<file path="src/rtl/metro_pkg.sv">
`default_nettype none
// ============================================================================
//  Module      : metro_pkg
//  Description : Shared definitions for the metro card reader and the
//                downstream fare FSM: reader state encoding, field widths
//                and frame length.
//  Revision    : 1.0 - initial release
// ============================================================================
package metro_pkg;

    // Default field widths shared with the fare FSM
    localparam int CODE_BITS_DFLT  = 6;
    localparam int MONEY_BITS_DFLT = 14;
    localparam int CSUM_BITS       = 4;

    // Start bit + code + balance + checksum + stop bit
    function automatic int frame_bits_f(input int code_bits, input int money_bits);
        return code_bits + money_bits + CSUM_BITS + 2;
    endfunction

    localparam int FRAME_BITS = frame_bits_f(CODE_BITS_DFLT, MONEY_BITS_DFLT);

    typedef enum logic [2:0] {
        S_IDLE       = 3'd0,
        S_DEBOUNCE   = 3'd1,
        S_WAIT_START = 3'd2,
        S_DATA       = 3'd3,
        S_CHECK      = 3'd4,
        S_HOLD       = 3'd5,
        S_ERROR      = 3'd6
    } reader_state_t;

endpackage : metro_pkg
`default_nettype wire

</file>
<file path="src/rtl/metro_debouncer.sv">
`default_nettype none
// ============================================================================
//  Module      : metro_debouncer
//  Description : Two-flop synchroniser for the raw card-presence contact
//                plus a saturating counter of consecutive ena ticks seen
//                with the card present.
//  Revision    : 1.0 - initial release
// ============================================================================
module metro_debouncer #(
    parameter int DEBOUNCE = 4
) (
    input  logic clk,
    input  logic reset,          // asynchronous, active-low
    input  logic i_ena,
    input  logic i_card_present, // raw, asynchronous contact
    input  logic i_clear,        // hold the count at zero
    output logic o_present,      // synchronised presence
    output logic o_stable        // count has reached DEBOUNCE
);

    localparam int c_CNT_W = (DEBOUNCE < 1) ? 1 : $clog2(DEBOUNCE + 1);
    localparam logic [c_CNT_W-1:0] c_CNT_MAX = c_CNT_W'(DEBOUNCE);

    logic [1:0]         r_sync;
    logic [c_CNT_W-1:0] r_count;

    // Synchroniser; idles at "no card"
    always_ff @(posedge clk or negedge reset) begin
        if (!reset) begin
            r_sync <= 2'b00;
        end else begin
            r_sync <= {r_sync[0], i_card_present};
        end
    end

    assign o_present = r_sync[1];

    // Count ena ticks while present; any absence restarts the count
    always_ff @(posedge clk or negedge reset) begin
        if (!reset) begin
            r_count <= '0;
        end else if (i_clear || !o_present) begin
            r_count <= '0;
        end else if (i_ena && (r_count != c_CNT_MAX)) begin
            r_count <= r_count + 1'b1;
        end
    end

    assign o_stable = (r_count == c_CNT_MAX);

endmodule : metro_debouncer
`default_nettype wire

</file>
<file path="src/rtl/metro_card_reader.sv">
`default_nettype none
// ============================================================================
//  Module      : metro_card_reader
//  Description : Debounces card insertion, receives an LSB-first serial
//                frame {stop, checksum, balance, code, start}, verifies the
//                nibble-XOR checksum and stop bit, and holds the verified
//                code and balance while the card stays present.
//  Revision    : 1.0 - initial release
// ============================================================================
module metro_card_reader
    import metro_pkg::*;
#(
    parameter int CODE_BITS  = CODE_BITS_DFLT,
    parameter int MONEY_BITS = MONEY_BITS_DFLT,
    parameter int DEBOUNCE   = 4,
    parameter int TIMEOUT    = 15
) (
    input  logic                  clk,
    input  logic                  reset,          // asynchronous, active-low
    input  logic                  ena,
    input  logic                  card_present,
    input  logic                  sdata,
    output logic                  isCardAttached,
    output logic [CODE_BITS-1:0]  code,
    output logic [MONEY_BITS-1:0] currentBalance,
    output logic                  frame_valid,
    output logic                  frame_err
);

    localparam int c_DATA_BITS  = CODE_BITS + MONEY_BITS;
    localparam int c_PAD_BITS   = ((c_DATA_BITS + 3) / 4) * 4;
    localparam int c_NIBBLES    = c_PAD_BITS / 4;
    localparam int c_FRAME_BITS = frame_bits_f(CODE_BITS, MONEY_BITS);
    localparam int c_SHIFT_BITS = c_FRAME_BITS - 1;             // everything after start
    localparam int c_IDX_W      = $clog2(c_FRAME_BITS);
    localparam int c_TO_W       = (TIMEOUT < 1) ? 1 : $clog2(TIMEOUT + 1);

    localparam logic [c_IDX_W-1:0] c_IDX_LAST = c_IDX_W'(c_SHIFT_BITS - 1);
    localparam logic [c_TO_W-1:0]  c_TO_LAST  = c_TO_W'(TIMEOUT - 1);
    localparam logic [c_TO_W-1:0]  c_TO_MAX   = c_TO_W'(TIMEOUT);

    reader_state_t             r_state, w_next;
    logic [1:0]                r_sdata_sync;
    logic                      w_sdata;
    logic                      w_present;
    logic                      w_stable;
    logic [c_SHIFT_BITS-1:0]   r_shift;
    logic [c_IDX_W-1:0]        r_idx;
    logic [c_TO_W-1:0]         r_to_cnt;
    logic [CODE_BITS-1:0]      r_code;
    logic [MONEY_BITS-1:0]     r_balance;
    logic                      r_valid;
    logic                      r_err;
    logic                      w_load;
    logic                      w_fail;
    logic [c_PAD_BITS-1:0]     w_padded;
    logic [CSUM_BITS-1:0]      w_csum;
    logic [CSUM_BITS-1:0]      w_rx_csum;
    logic                      w_rx_stop;

    metro_debouncer #(
        .DEBOUNCE (DEBOUNCE)
    ) u_debouncer (
        .clk            (clk),
        .reset          (reset),
        .i_ena          (ena),
        .i_card_present (card_present),
        .i_clear        (r_state != S_DEBOUNCE),
        .o_present      (w_present),
        .o_stable       (w_stable)
    );

    // Serial line synchroniser; idles high
    always_ff @(posedge clk or negedge reset) begin
        if (!reset) begin
            r_sdata_sync <= 2'b11;
        end else begin
            r_sdata_sync <= {r_sdata_sync[0], sdata};
        end
    end

    assign w_sdata = r_sdata_sync[1];

    // Received fields: code sits in the low bits, stop bit in the MSB
    assign w_rx_csum = r_shift[c_DATA_BITS +: CSUM_BITS];
    assign w_rx_stop = r_shift[c_SHIFT_BITS-1];

    // XOR of all nibbles of {balance, code}, zero-padded at the top
    always_comb begin
        w_padded                  = '0;
        w_padded[c_DATA_BITS-1:0] = r_shift[c_DATA_BITS-1:0];
        w_csum                    = '0;
        for (int i = 0; i < c_NIBBLES; i++) begin
            w_csum = w_csum ^ w_padded[i*4 +: 4];
        end
    end

    // State register
    always_ff @(posedge clk or negedge reset) begin
        if (!reset) begin
            r_state <= S_IDLE;
        end else begin
            r_state <= w_next;
        end
    end

    // Next state; card removal overrides everything and never flags an error
    always_comb begin
        w_next = r_state;
        w_load = 1'b0;
        w_fail = 1'b0;
        if (!w_present) begin
            w_next = S_IDLE;
        end else begin
            case (r_state)
                S_IDLE:       w_next = S_DEBOUNCE;
                S_DEBOUNCE:   if (w_stable) w_next = S_WAIT_START;
                S_WAIT_START: begin
                    if (ena) begin
                        if (!w_sdata) begin
                            w_next = S_DATA;
                        end else if (r_to_cnt == c_TO_LAST) begin
                            w_next = S_ERROR;
                            w_fail = 1'b1;
                        end
                    end
                end
                S_DATA:       if (ena && (r_idx == c_IDX_LAST)) w_next = S_CHECK;
                S_CHECK: begin
                    if ((w_csum == w_rx_csum) && w_rx_stop) begin
                        w_next = S_HOLD;
                        w_load = 1'b1;
                    end else begin
                        w_next = S_ERROR;
                        w_fail = 1'b1;
                    end
                end
                S_HOLD:       w_next = S_HOLD;
                S_ERROR:      w_next = S_ERROR;
                default:      w_next = S_IDLE;
            endcase
        end
    end

    // Start-bit timeout and bit-index counters, both saturating
    always_ff @(posedge clk or negedge reset) begin
        if (!reset) begin
            r_to_cnt <= '0;
            r_idx    <= '0;
        end else begin
            if (r_state != S_WAIT_START) begin
                r_to_cnt <= '0;
            end else if (ena && w_sdata && (r_to_cnt != c_TO_MAX)) begin
                r_to_cnt <= r_to_cnt + 1'b1;
            end
            if (r_state != S_DATA) begin
                r_idx <= '0;
            end else if (ena && (r_idx != c_IDX_LAST)) begin
                r_idx <= r_idx + 1'b1;
            end
        end
    end

    // Frame shift register, filled from the top so the first bit lands in bit 0
    always_ff @(posedge clk or negedge reset) begin
        if (!reset) begin
            r_shift <= '0;
        end else if (r_state == S_IDLE) begin
            r_shift <= '0;
        end else if ((r_state == S_DATA) && ena) begin
            r_shift <= {w_sdata, r_shift[c_SHIFT_BITS-1:1]};
        end
    end

    // Result registers and one-clk status pulses
    always_ff @(posedge clk or negedge reset) begin
        if (!reset) begin
            r_code    <= '0;
            r_balance <= '0;
            r_valid   <= 1'b0;
            r_err     <= 1'b0;
        end else begin
            r_valid <= w_load;
            r_err   <= w_fail;
            if (w_next == S_IDLE) begin
                r_code    <= '0;
                r_balance <= '0;
            end else if (w_load) begin
                r_code    <= r_shift[CODE_BITS-1:0];
                r_balance <= r_shift[CODE_BITS +: MONEY_BITS];
            end
        end
    end

    assign isCardAttached = (r_state == S_HOLD);
    assign code           = r_code;
    assign currentBalance = r_balance;
    assign frame_valid    = r_valid;
    assign frame_err      = r_err;

endmodule : metro_card_reader
`default_nettype wire

</file>
<file path="config.mk">
export PLATFORM = sky130hd
export DESIGN_NAME = metro_card_reader
export DESIGN_NICKNAME = d
export VERILOG_FILES = /design/src/rtl/metro_pkg.sv /design/src/rtl/metro_debouncer.sv /design/src/rtl/metro_card_reader.sv
export SDC_FILE = /design/constraint.sdc
export NUM_CORES = 1
export LEC_CHECK = 0
export ABC_CLOCK_PERIOD_IN_PS = 1600
export CAP_MARGIN = 20
export CORE_MARGIN = 2
export CORE_UTILIZATION = 30
export DETAILED_ROUTE_END_ITERATION = 16
export GPL_ROUTABILITY_DRIVEN = 0
export PLACE_DENSITY = 0.54
export SYNTH_ARGS = -nofsm -noshare
export SYNTH_HDL_FRONTEND = slang
export SYNTH_SLANG_ARGS = --single-unit
</file>
<file path="constraint.sdc">
create_clock -name clk -period 1.6 [get_ports clk]
set_input_delay 0.48 -clock clk [delete_from_list [all_inputs] [get_ports clk]]
set_output_delay 0.48 -clock clk [all_outputs]
set_load 0.02 [all_outputs]
</file>
; ---- Yosys cells after proc, flatten, opt, wreduce, memory -nomap -nowiden
; Index checks and enable logic that the tools add are counted.
[totals]
ff_bits = 66
output_inout_bits = 23
wordCells = 79
in_bits = 5
[classes]
mux = 29
n_reduce_logical = 16
bitwise_logic = 4
n_addsub = 3
n_eq_ne = 16
[ops]
columns = cell, count
row1 = 25-bit two-way mux, 2
row2 = 14-bit two-way mux, 2
row3 = 3-bit two-way mux, 8
row4 = 3-bit one-hot mux with 7 select lines, 1
row5 = 4-bit XOR, 4
row6 = "3-bit equality test, second input constant", 4
row7 = 6-bit two-way mux, 2
row8 = 5-bit two-way mux, 2
row9 = 2-bit nonzero test, 5
row10 = 1-bit two-way mux, 8
row11 = 4-bit two-way mux, 2
row12 = 1-bit logical AND, 7
row13 = "3-bit by 2-bit equality test with 1-bit output, second input constant", 2
row14 = 3-bit zero test, 2
row15 = "3-bit by 2-bit inequality test with 1-bit output, second input constant", 2
row16 = "5-bit by 1-bit adder with 5-bit output, second input constant", 1
row17 = "5-bit equality test, second input constant", 1
row18 = "5-bit inequality test, second input constant", 1
row19 = "4-bit by 1-bit adder with 4-bit output, second input constant", 1
row20 = 4-bit equality test, 1
row21 = "4-bit equality test, second input constant", 1
row22 = "4-bit inequality test, second input constant", 1
row23 = "3-bit by 1-bit adder with 3-bit output, second input constant", 1
row24 = "3-bit by 1-bit equality test with 1-bit output, second input constant", 1
row25 = 6 further kinds, 6

; ---- Depth between registers and ports, before layout
[logic_depth]
ltp_word = 11
ltp_mapped = 8
ltp_nobuf = 7

; ---- Cells and area by module
; Synthesis repeated with hierarchy kept, for this count alone.
[hier_totals]
cells_unflattened = 328
hier_area_um2 = 3126.7
[by_module_without_submodules]
columns = module, area_per_inst_um2, instances, seq_area_each_um2, cells_each
row1 = metro_card_reader, 2899.0, 1, 1529.0, 308
row2 = metro_debouncer, 227.7, 1, 125.1, 20

; ---- Worst setup path after synthesis
; Ideal clock, no wire load.
[synth_timing]
kind = register to output
start = reg r_state[2]
end = out isCardAttached
n_path_buf = 1
stages_incl_launch_ff = 3
required_time_ns = 1.120
t_arrival_ns = 1.131
setup_slack_ns = -0.011
path_cell_list = dfrtp_1 > clkbuf_1 > nor3b_1
[synth_via]
elab_chain_cells = 1
[synth_rtl]
columns = item, line
row1 = "start, declared", metro_card_reader.sv:42  ; reader_state_t r_state, w_next;
row2 = "start signal, assigned", metro_card_reader.sv:103  ; r_state <= w_next;
row3 = 3-bit equality test, metro_card_reader.sv:195  ; assign isCardAttached = (r_state == S_HOLD);
row4 = "end, declared", metro_card_reader.sv:23  ; output logic isCardAttached,
; No other way between the ends.

; ---- Final worst setup path
[layout_timing]
start = reg r_shift[23]
end = reg r_err (netlist: frame_err)
[layout_via]
elab_chain_cells = 5
[layout_rtl]
columns = item, line
row1 = "start, declared", metro_card_reader.sv:47  ; logic [c_SHIFT_BITS-1:0] r_shift;
row2 = "start signal, assigned", metro_card_reader.sv:171  ; r_shift <= {w_sdata, r_shift[c_SHIFT_BITS-1:1]};
row3 = 4-bit equality test, metro_card_reader.sv:130  ; if ((w_csum == w_rx_csum) && w_rx_stop) begin
row4 = 1-bit logical AND, metro_card_reader.sv:130
row5 = 1-bit two-way mux, metro_card_reader.sv:130
row6 = 1-bit one-hot mux with 2 select lines, metro_card_reader.sv:115  ; case (r_state)
row7 = 1-bit two-way mux, metro_card_reader.sv:112  ; if (!w_present) begin
row8 = named net w_fail, metro_card_reader.sv:55  ; logic w_fail;
row9 = "end signal, assigned", metro_card_reader.sv:184  ; r_err <= w_fail;
row10 = "end, declared", metro_card_reader.sv:53  ; logic r_err;
; The timed path passes the listed nets, and every way through them passes these cells.
; A chain may end at the register's enable or synchronous reset.

==> metrics.cfg <==
[status]
status=finished, violations left
violations=setup timing

[logic_synthesis]
async_reset_ff_share_pct=100
synth_seq_cells=66
synth_nets=338
yosysWarnings=0
synth_top_area_cell=dfrtp_1
ys.flop_type=dfrtp_1
yosysUniqueCellTypes=36
netlist_area_mm2=0.00322
synth-edff-count=0
synth.top_cell.area_share_pct=49.7
synth.area.top_cells=dfrtp_1 (50%), nand2_1 (7.2%), a21oi_1 (6.7%)
synthCells=327
ys_seq_area_share_pct=51.3
syn_area_per_cell_um2=9.86

[floorplanning]
die_h_um=108
io_pins=28
core.rowCount=37
start_util_pct=31.1
core_area_mm2=0.0104
die_w_um=108
dieArea_mm2=0.0116

[global_route]
grt_pass1_vias=2614
grt_max_degree=31
grt.total_usage_pct=14.4
grt_overflow=0
grt_first_pass_wirelength_mm=12.9
grt_antenna_before_repair=0

[worst_setup_path]
required_ps=1820
path_class=reg -> reg
path_max_fanout=5
worstSetupEndpointType=register
arrival_ps=2010
startpoint_type=register

[routing]
drt_wl_total_mm=7.90
ant_nets=0
drc=0
first_pass_iters=4
vias=2603
first_iter_violations=121
viasPerCell=4.78
wl_per_cell_um=14.5

[layout]
layout-drive-gt1-share_pct=36.4
fin_nets=415
area_delta_synth_final_pct=42.0
seq_area_mm2=0.00165
finalNonFillerCells=545
final_util_pct=44.1
antennaDiodeCount=0
multi_input_area_mm2=0.00170
final_cell_area_mm2=0.00458
nFillCells=1029

[clock_network]
htree_levels=3
root_buffer=clkbuf_8
clkTransAtPathRegs_ps=80
ctsHoldBuffers=0
cts_made_buffers=9
clk_latency_ps=340
cts_tree=done
cts_sinks=66
clockBufferDepth=2

[timing]
rsz0062_at_grt=true
min_period_over_period_pct=112
slew_viol_final=0
max_slew_margin_pct=71.3
hold_violations=0
fin_ws_ps=-185
skew_ps=12.0
fin_setup_tns_ps=-3440
setup_violations=25
post-route-min-period_ps=1790
worst_pin_slew_ps=430
max_freq_mhz=560

[pwr]
power.leakage_nw=1.98
peakVddDrop_uv=565
power_density_mw_per_mm2=694

[placement]
port_buffers=27
place_area_mm2=0.00396
post-place-cells=517
hpwlAfterDp_mm=4.95

[min_path]
min_path_type=in -> async

[job]
max-cap-violations=0

## per-layer routing
layer	vias up	GRT usage, %	share of wire [%]	routed length, um
met3	9	4.06	4.3	337
met5	-	0	0	0
li1	1269	-	-	-
met1	1271	18.7	45	3540
met4	0	3.30	1.1	89
met2	54	23.9	50	3940
## state kept, by name (all words and copies together) (netlist names), 3 cells and up
| register | count |
|---|---|
| currentBalance | 14 |
| r_idx | 5 |
| code | 6 |
| u_debouncer.r_count | 3 |
| r_to_cnt | 4 |
| r_state | 3 |
| r_shift | 25 |
## critical path: stages (launching register included)
cell	delay (ps)
dfrtp_1	430
xnor2_2	160
xnor3_1	390
buf_4	130
nand3_4	130
buf_4	190
o21ai_4	160
a21boi_1	80
## cell type report
cell class | count | share of cell area, %
repair buffers | 84 | 18.3
clock buffers | 10 | 2.79
clock inverters | 6 | 1.26
well taps | 136 | 3.72
inverters | 8 | 0.656
flip-flops and latches | 66 | 36.1
multi-input cells | 235 | 37.2
## cells in the mapped netlist (5+ instances only)
| library cell | number |
|---|---|
| xor2_1 | 9 |
| ha_1 | 6 |
| nand4_1 | 5 |
| a21oi_1 | 43 |
| a21oi_2 | 7 |
| nor2_1 | 18 |
| nand3_2 | 7 |
| clkbuf_1 | 7 |
| xnor2_1 | 11 |
| nand2_1 | 62 |
| nand3_1 | 18 |
| inv_1 | 8 |
| buf_6 | 7 |
| dfrtp_1 | 64 |
| o21ai_1 | 17 |
## layout by cell type (no fill, tap or decap), drive strengths merged, types with 2 or more instances in the layout
cell | synthesis | layout
clkinv | 0 | 4
o21ai | 23 | 23
ha | 6 | 6
buf | 14 | 58
dlygate4sd2 | 0 | 16
nand3 | 25 | 25
a31oi | 2 | 2
nor3b | 2 | 2
nand4 | 6 | 6
dfstp | 2 | 2
nor2 | 19 | 19
nor3 | 3 | 3
xnor2 | 11 | 11
clkbuf | 7 | 11
and4b | 2 | 2
dfrtp | 64 | 64
clkdlybuf4s15 | 0 | 6
nand2 | 62 | 62
xnor3 | 4 | 4
and4 | 1 | 4
a21oi | 50 | 50
clkdlybuf4s50 | 0 | 2
xor2 | 9 | 9
inv | 8 | 8
mux2i | 2 | 2
## per-stage QoR
step / hold slack [ps] / setup WS [ps] / total power, mW
6_report: 68.3 / -185 / 3.18
5_1_grt: 76.2 / -228 / 3.32
4_1_cts: 64.8 / -131 / 3.24
3_5_place_dp: 336 / -302 / 1.86
3_3_place_gp: 337 / -273 / 1.86
2_1_floorplan: 184 / 1.68 / 1.77
## repair_timing
action,CTS,global route
buffers inserted,4,3
gates resized for setup,69,42
pin swaps,23,28
cloned,3,2
setup endpoints to repair,47,32
## power by group
part / switching (mW) / internal, mW / total [mW]
logic: 0.0913 / 0.0491 / 0.140
registers: 0.00841 / 1.68 / 1.69
clock network: 0.643 / 0.709 / 1.35
total: 0.743 / 2.44 / 3.18
## logic make-up after synthesis
group	after synthesis	share of synthesized area, %
and+or+nand+nor	123	18.3
AOI/OAI and AO/OA	77	13.3
DFF	66	51.3
buffers and inverters	29	5.90
xor gates and xnor gates	24	8.27
adders and majority gates	6	2.33
muxes	2	0.621
## worst paths after layout
path / depth (start not counted) / endpoint / slack [ps] / from
worst max-delay path: 7 / frame_err / -190 / r_shift[23]
worst min-delay path: 1 / u_debouncer.r_count[2] / 70 / reset
worst max register to register: 7 / frame_err / -190 / r_shift[23]
worst min register to register: 0 / u_debouncer.r_sync[1] / 350 / u_debouncer.r_sync[0]
max in group asynchronous: 2 / r_shift[20] / 1020 / reset
min in group clk: 0 / u_debouncer.r_sync[1] / 350 / u_debouncer.r_sync[0]
Note: power is estimated with default switching activity, not from simulation.
